## config.mk

```make
export PLATFORM = sky130hd
export DESIGN_NAME = sha_digest_hex_tx
export DESIGN_NICKNAME = d
export VERILOG_FILES = /design/src/rtl/sha_tx_pkg.sv /design/src/rtl/hex_nibble_ascii.sv /design/src/rtl/sha_digest_hex_tx.sv
export SDC_FILE = /design/constraint.sdc
export NUM_CORES = 1
export LEC_CHECK = 0
export CORE_MARGIN = 2
export CORE_UTILIZATION = 51
export CTS_CLUSTER_SIZE = 30
export DETAILED_ROUTE_END_ITERATION = 10
export HOLD_SLACK_MARGIN = 0.12
export PLACE_DENSITY = 0.77
export SLEW_MARGIN = 20
export SYNTH_ARGS = -nofsm -noshare
export SYNTH_HDL_FRONTEND = slang
export SYNTH_HIERARCHICAL = 1
export SYNTH_SLANG_ARGS = --single-unit
export TNS_END_PERCENT = 30
```

## constraint.sdc

```tcl
create_clock -name clk -period 2.1 [get_ports clk]
set_input_delay 0.42 -clock clk [delete_from_list [all_inputs] [get_ports clk]]
set_output_delay 0.42 -clock clk [all_outputs]
set_load 0.1 [all_outputs]
```

## src/rtl/sha_tx_pkg.sv

```systemverilog
// Shared types and constants for the digest-to-ASCII-hex streaming path.
package sha_tx_pkg;

  // Streaming controller states
  typedef enum logic [1:0] {
    IDLE     = 2'd0,
    GAP      = 2'd1,
    WAIT_CLR = 2'd2,
    SEND     = 2'd3
  } tx_state_t;

  localparam logic [7:0] ASCII_LF = 8'h0A;
  localparam logic [7:0] ASCII_0  = 8'h30;
  localparam logic [7:0] ASCII_LA = 8'h61;
  localparam logic [7:0] ASCII_UA = 8'h41;

endpackage

```

## src/rtl/hex_nibble_ascii.sv

```systemverilog
// Combinational 4-bit nibble to ASCII hex character; letter case is a parameter.
module hex_nibble_ascii
  import sha_tx_pkg::*;
#(
  parameter int UPPERCASE = 0
) (
  input  logic [3:0] nibble,
  output logic [7:0] ascii
);

  localparam logic [7:0] ALPHA_BASE = (UPPERCASE != 0) ? ASCII_UA : ASCII_LA;

  // Digits map from '0', letters from 'a' or 'A'
  always_comb begin
    if (nibble <= 4'd9) ascii = ASCII_0 + {4'd0, nibble};
    else                ascii = ALPHA_BASE + {4'd0, nibble} - 8'd10;
  end

endmodule

```

## src/rtl/sha_digest_hex_tx.sv

```systemverilog
// Streams a captured digest as ASCII hex (MSB nibble first, optional LF)
// into a UART transmitter over a tx_en/tx_done byte handshake.
//
// Handshake: tx_en rises with tx_data already valid and both stay constant
// until tx_done is sampled high, which completes the byte and drops tx_en.
// tx_done is a level; a new byte is only offered once tx_done has returned
// low, so a done flag left over from the previous byte is never mistaken
// for completion of the next one.
module sha_digest_hex_tx
  import sha_tx_pkg::*;
#(
  parameter int DIGEST_W   = 256,
  parameter int CHAR_DELAY = 1000,
  parameter int UPPERCASE  = 0,
  parameter int APPEND_LF  = 1
) (
  input  logic                clk,
  input  logic                reset,
  input  logic [DIGEST_W-1:0] digest,
  input  logic                digest_valid,
  input  logic                tx_done,
  output logic                tx_en,
  output logic [7:0]          tx_data,
  output logic                busy,
  output logic                done,
  output logic                overrun,
  output logic [6:0]          char_idx,
  output tx_state_t           state
);

  localparam int HEX_CHARS = DIGEST_W / 4;
  localparam int N_CHARS   = HEX_CHARS + ((APPEND_LF != 0) ? 1 : 0);
  localparam logic [6:0] LAST_IDX = 7'(N_CHARS - 1);
  localparam logic [6:0] LF_IDX   = 7'(HEX_CHARS);
  localparam int CNT_W = (CHAR_DELAY < 1) ? 1 : $clog2(CHAR_DELAY + 1);
  localparam logic [CNT_W-1:0] DELAY_END = CNT_W'(CHAR_DELAY);

  logic [DIGEST_W-1:0] shreg;
  logic [CNT_W-1:0]    delay_cnt;
  logic [7:0]          nibble_char;
  logic [7:0]          cur_char;

  hex_nibble_ascii #(.UPPERCASE(UPPERCASE)) u_hex (
    .nibble (shreg[DIGEST_W-1 -: 4]),
    .ascii  (nibble_char)
  );

  // Character for the current index: the top nibble, or the terminator
  always_comb begin
    cur_char = nibble_char;
    if ((APPEND_LF != 0) && (char_idx == LF_IDX)) cur_char = ASCII_LF;
  end

  // Streaming controller: pacing gap, tx_done clear wait, byte in flight
  always_ff @(posedge clk) begin
    if (reset) begin
      state     <= IDLE;
      shreg     <= '0;
      delay_cnt <= '0;
      char_idx  <= 7'd0;
      tx_en     <= 1'b0;
      tx_data   <= 8'h00;
      busy      <= 1'b0;
      done      <= 1'b0;
      overrun   <= 1'b0;
    end else begin
      done    <= 1'b0;
      // The done cycle still counts as busy for new requests
      overrun <= digest_valid && ((state != IDLE) || done);
      case (state)
        IDLE: begin
          if (digest_valid && !done) begin
            shreg     <= digest;
            char_idx  <= 7'd0;
            delay_cnt <= '0;
            busy      <= 1'b1;
            state     <= GAP;
          end
        end
        GAP: begin
          if (delay_cnt == DELAY_END) begin
            delay_cnt <= '0;
            state     <= WAIT_CLR;
          end else begin
            delay_cnt <= delay_cnt + CNT_W'(1);
          end
        end
        WAIT_CLR: begin
          if (!tx_done) begin
            tx_data <= cur_char;
            tx_en   <= 1'b1;
            state   <= SEND;
          end
        end
        SEND: begin
          if (tx_done) begin
            tx_en <= 1'b0;
            if (char_idx == LAST_IDX) begin
              done  <= 1'b1;
              busy  <= 1'b0;
              state <= IDLE;
            end else begin
              shreg    <= shreg << 4;
              char_idx <= char_idx + 7'd1;
              state    <= GAP;
            end
          end
        end
        default: state <= IDLE;
      endcase
    end
  end

endmodule
```

Yosys cells after proc, flatten, opt, wreduce, memory -nomap -nowiden. Index checks and enable logic that the tools add are counted.

Add/sub/neg operators: 5. Multipliers: 0. Divide/modulo/power cells: 0. Magnitude comparators: 1. Equal/unequal tests: 11. Shift operators: 0. Multiplexer cells: 27. Bitwise gates (word level): 2. Reduce and logical (&&, ||, !) cells: 16.

Operator list (number): 256-bit 2-to-1 mux (3); 256-bit case mux with 2 select lines (1); 7-bit 2-to-1 mux (3); 10-bit 2-to-1 mux (2); 10-bit case mux with 2 select lines (1); 8-bit 2-to-1 mux (2); 7-bit case mux with 2 select lines (1); 2-bit != test (second input constant) (6); 4-bit AND reduction (3); 10-bit by 1-bit adder with 10-bit output (second input constant) (1); 10-bit == test (second input constant) (1); 7-bit by 4-bit adder with 8-bit output (first input constant) (1); 2-bit 2-to-1 mux (4); 2-bit case mux with 4 select lines (1); 2-bit nonzero test (4); 8-bit by 4-bit subtractor with 8-bit output (second input constant) (1); 6-bit by 4-bit adder with 7-bit output (first input constant) (1); 7-bit by 1-bit adder with 7-bit output (second input constant) (1); 7-bit == test (second input constant) (1); 1-bit 2-to-1 mux (7); 2-bit == test (second input constant) (2); 4-bit <= comparator (second input constant) (1); 1-bit case mux with 2 select lines (2); 2-bit AND reduction (2); other kinds (8) (10).

Register bits: 287. Latch bits: 0. Bits in writable memories: 0. Bits in read-only memories: 0. Input port bits: 260. Output and inout port bits: 21. Logic and storage cells: 71. Memories: 0.

Longest topological paths before layout.
Word-level depth: 4. Mapped depth: 9. Depth with buffers taken out: 7.

Cells and area by module. Netlist, hierarchy kept.

Modules (own cells, without submodules): sha_digest_hex_tx (times used 1, cells each 1355, area each 13339.0 um2, sequential area each 5745.5 um2); hex_nibble_ascii (times used 1, cells each 16, area each 118.9 um2, sequential area each 0.0 um2).

Worst setup path after synthesis. OpenSTA, ideal clock, no wires.

Kind: reg-to-reg. From: register state[0]. To: register shreg[162]. Library setup time: 0.086 ns. Arrival: 2.585 ns. Required time: 2.014 ns. Slack: -0.570 ns. Cell stages (with the launch flop): 9. Buffers on the path: 3. Period minus slack after synthesis: 2.670 ns. Path through: dfxtp_1 inv_1 ha_1 buf_2 a211oi_2 buf_4 clkbuf_1 a21oi_1 a211oi_1.

Longest elaborated chain between the ends: 3. Elaborated cells between the ends (all ways): 8. Classes of those cells: 4 x eq/ne; 1 x mux; 3 x reduce/logical.

Ends and longest elaborated chain: start: declaration (line sha_digest_hex_tx.sv:28) `output tx_state_t state`; start signal: assignment (line sha_digest_hex_tx.sv:57) `state <= IDLE;`; start signal: assignment (line sha_digest_hex_tx.sv:77) `state <= GAP;`; start signal: assignment (line sha_digest_hex_tx.sv:83) `state <= WAIT_CLR;`; 2-bit == test / 2-bit logical NOT (equally long branches) (line sha_digest_hex_tx.sv:70) `case (state)`; 2-bit != test (no line) / 2-bit nonzero test (equally long branches); 4-bit AND reduction (no line); end signal: assignment (line sha_digest_hex_tx.sv:73) `shreg <= digest;`; end signal: assignment (line sha_digest_hex_tx.sv:103) `shreg <= shreg << 4;`; end: declaration (line sha_digest_hex_tx.sv:38) `logic [DIGEST_W-1:0] shreg;`.

Parallel ways exist; a longest one is shown, timed or not. A chain may end at the register's enable or synchronous reset.

Final worst setup path.
From: register state[0]. To: register shreg[143].

Same word-level chain as after synthesis.

==> reports/metrics.cfg <==
[power]
power_per_cell_area_mw_per_mm2 = 1440
ir_worst_vdd_mv = 0.785
cellLeakagePower_nw = 6.00

[cells_and_area]
final_common_cell = dfxtp_1
final_util_pct = 68.5
layout.nets = 1867
layout-drive-gt1-share_pct = 11.5
area_delta_synth_final_pct = 32.3
final_area_mm2 = 0.0178
final_cell_mix = dfxtp_1, a21oi_1, mux2i_1, clkdlybuf4s50_1, a211oi_1
fillCellCount = 1984

[yosys]
ys_seq_area_share_pct = 42.7
syn_area_per_cell_um2 = 9.82
synthesis.area_mm2 = 0.0135
synth_edf_count = 0
synthCells = 1371
yosysWarnings = 6
synth_nets = 1642
ys_ff_latch = 287
synthArstFlopShare_pct = 0
ys.flop_type = dfxtp_1
synth_cell_types = 51

[route]
vias = 11600
drt_iter0_drc = 935
ant_nets = 0
first_pass_iters = 7
drcViolationCount = 0
wl_per_cell_um = 18.5
wirelength_um = 36200
routed_via_density = 5.90

[global_route]
grt_pass1_wl_um = 58500
grt_usage_pct = 24.8
first_global_vias = 11300
grt_max_degree = 86
grt_antenna_before_repair = 3
grt_overflow_total = 0

[clocking]
clock_path_buffers = 3
cts_tree = yes
cts_sinks = 287
post_cts_buffers = 0
postCtsHoldBufs = 0
htreeDepth = 1
clk_pin_slew_ns = 0.06
clockRootBuffer = clkbuf_16
clk_latency_ns = 0.54
numCtsBuffers = 31

[hold_path]
whs_path_depth = 2
hold_path_class = in2reg

[floorplan]
die_width_um = 166
ios = 281
die_h_um = 166
rows = 59
die_area_mm2 = 0.0277
start_util_pct = 51.8
core_area_mm2 = 0.0260

[sta]
setup_violations = 0
slew_headroom_pct = 64.0
finClkSkew_ns = 0.0122
finalCritPeriodShare_pct = 95.6
finalMaxSlewViolations = 0
rsz0062_at_grt = yes
whs_ns = 0.321
worst_pin_slew_ns = 0.527
clock.fmax_mhz = 498
tns_ns = 0
finalWorstPathRequiredPeriod_ns = 2.01
hold_violations = 0

[place]
dp_hpwl_um = 24100
numPortBuffers = 280
place_area_mm2 = 0.0167
routabilityCongestion = 0.817

[critical_path]
path_max_fanout = 23
cp.required_ns = 2.51
r2r_cells = 8
r2r_slack_ns = 0.09
end_kind = register
worst_setup_path_start_kind = register
cp.arrival_ns = 2.41
critPathKind = reg2reg

[job]
maxCapViolations = 0

[outcome]
status = finished clean

[kinds of logic after synthesis]
group	count (synthesis)	share of synthesized area, %
AO/OA/AOI/OAI	555	27.0
XOR/XNOR	9	0.586
adder cells (fa/ha/maj)	11	1.02
buffers and inverters	166	6.02
flip-flops	287	42.7
multiplexers	258	19.2
other	1	0.0279
AND/OR/NAND/NOR	84	3.51
[registers in the layout (all words and copies together), names as in the netlist]
name,count
shreg,256
delay_cnt,10
tx_data,8
char_idx,7
state,2
busy,1
done,1
overrun,1
tx_en,1
[cells in the mapped netlist (5+ instances only)]
master / instances / area [µm²]
clkbuf_1: 69 / 259
buf_6: 12 / 135
nor2_1: 18 / 67.6
buf_4: 5 / 37.5
nand2_1: 21 / 78.8
a211oi_1: 228 / 1710
nand3_1: 12 / 60.1
mux2i_1: 258 / 2580
xnor2_1: 5 / 43.8
dfxtp_1: 287 / 5750
a21oi_1: 271 / 1360
a211oi_2: 29 / 363
buf_2: 62 / 310
inv_1: 17 / 63.8
o21ai_0: 12 / 60.1
ha_1: 11 / 138
[critical path, cell delays in order, from the launching register on]
cell and delay [ns]:
dfxtp_4 0.37, inv_1 0.12, ha_2 0.26, nor2_1 0.09, a211o_1 0.31, nor2_4 0.21, buf_12 0.20, buf_4 0.20
a211oi_1 0.09
[per-stage QoR]
step                power [mW]  std cells  setup WS (ns)
floorplan                 16.7       1371        0.00930
global placement          19.5       1898         -0.207
detailed placement        19.9       1898         -0.237
CTS                       25.6       1955        0.00467
global route              27.2       1957       -0.00133
finish                    25.6       1958         0.0933
[power breakdown]
| part | internal, mW | switching, mW | leakage (nW) | total [mW] |
|---|---|---|---|---|
| Combinational | 4.81 | 5.84 | 3.08 | 10.7 |
| Sequential | 7.90 | 1.41 | 2.38 | 9.31 |
| Clock | 3.41 | 2.20 | 0.533 | 5.61 |
| Total | 16.1 | 9.45 | 6.00 | 25.6 |
[worst paths after layout]
check,from,to
hold / removal,reset,char_idx[0]$_SDFFE_PP0P_
hold reg to reg,tx_data[6]$_SDFFE_PP0P_,tx_data[6]$_SDFFE_PP0P_
setup reg to reg,state[0]$_SDFFE_PP0P_,shreg[143]$_SDFFE_PP0P_
setup / recovery,state[0]$_SDFFE_PP0P_,shreg[143]$_SDFFE_PP0P_
[per-layer routing]
layer | vias to the layer above | global-route usage (%) | routed length (µm)
li1 | 5633 | - | -
met5 | - | 0 | 13
met4 | 2 | 6.18 | 693
met3 | 51 | 3.49 | 1910
met2 | 381 | 40.8 | 17000
met1 | 5485 | 34.6 | 16500
[area by class of cell]
type | count | area, µm² | share of cell area, %
Inverter | 17 | 63.8 | 0.358
Timing Repair Buffer | 341 | 3530 | 19.8
Tap cell | 335 | 419 | 2.35
Clock buffer | 49 | 975 | 5.47
Antenna cell | 3 | 7.51 | 0.0422
Multi-Input combinational cell | 918 | 6950 | 39.0
Clock inverter | 8 | 93.8 | 0.527
Sequential cell | 287 | 5770 | 32.4
[timing repair]
item                                    CTS  global route
endpoints found under the setup margin    6           253
endpoints found under the hold margin     0             0
pin swaps                                 0             1
resized for setup                         1             4
Note: power is estimated with default switching activity, not from simulation.
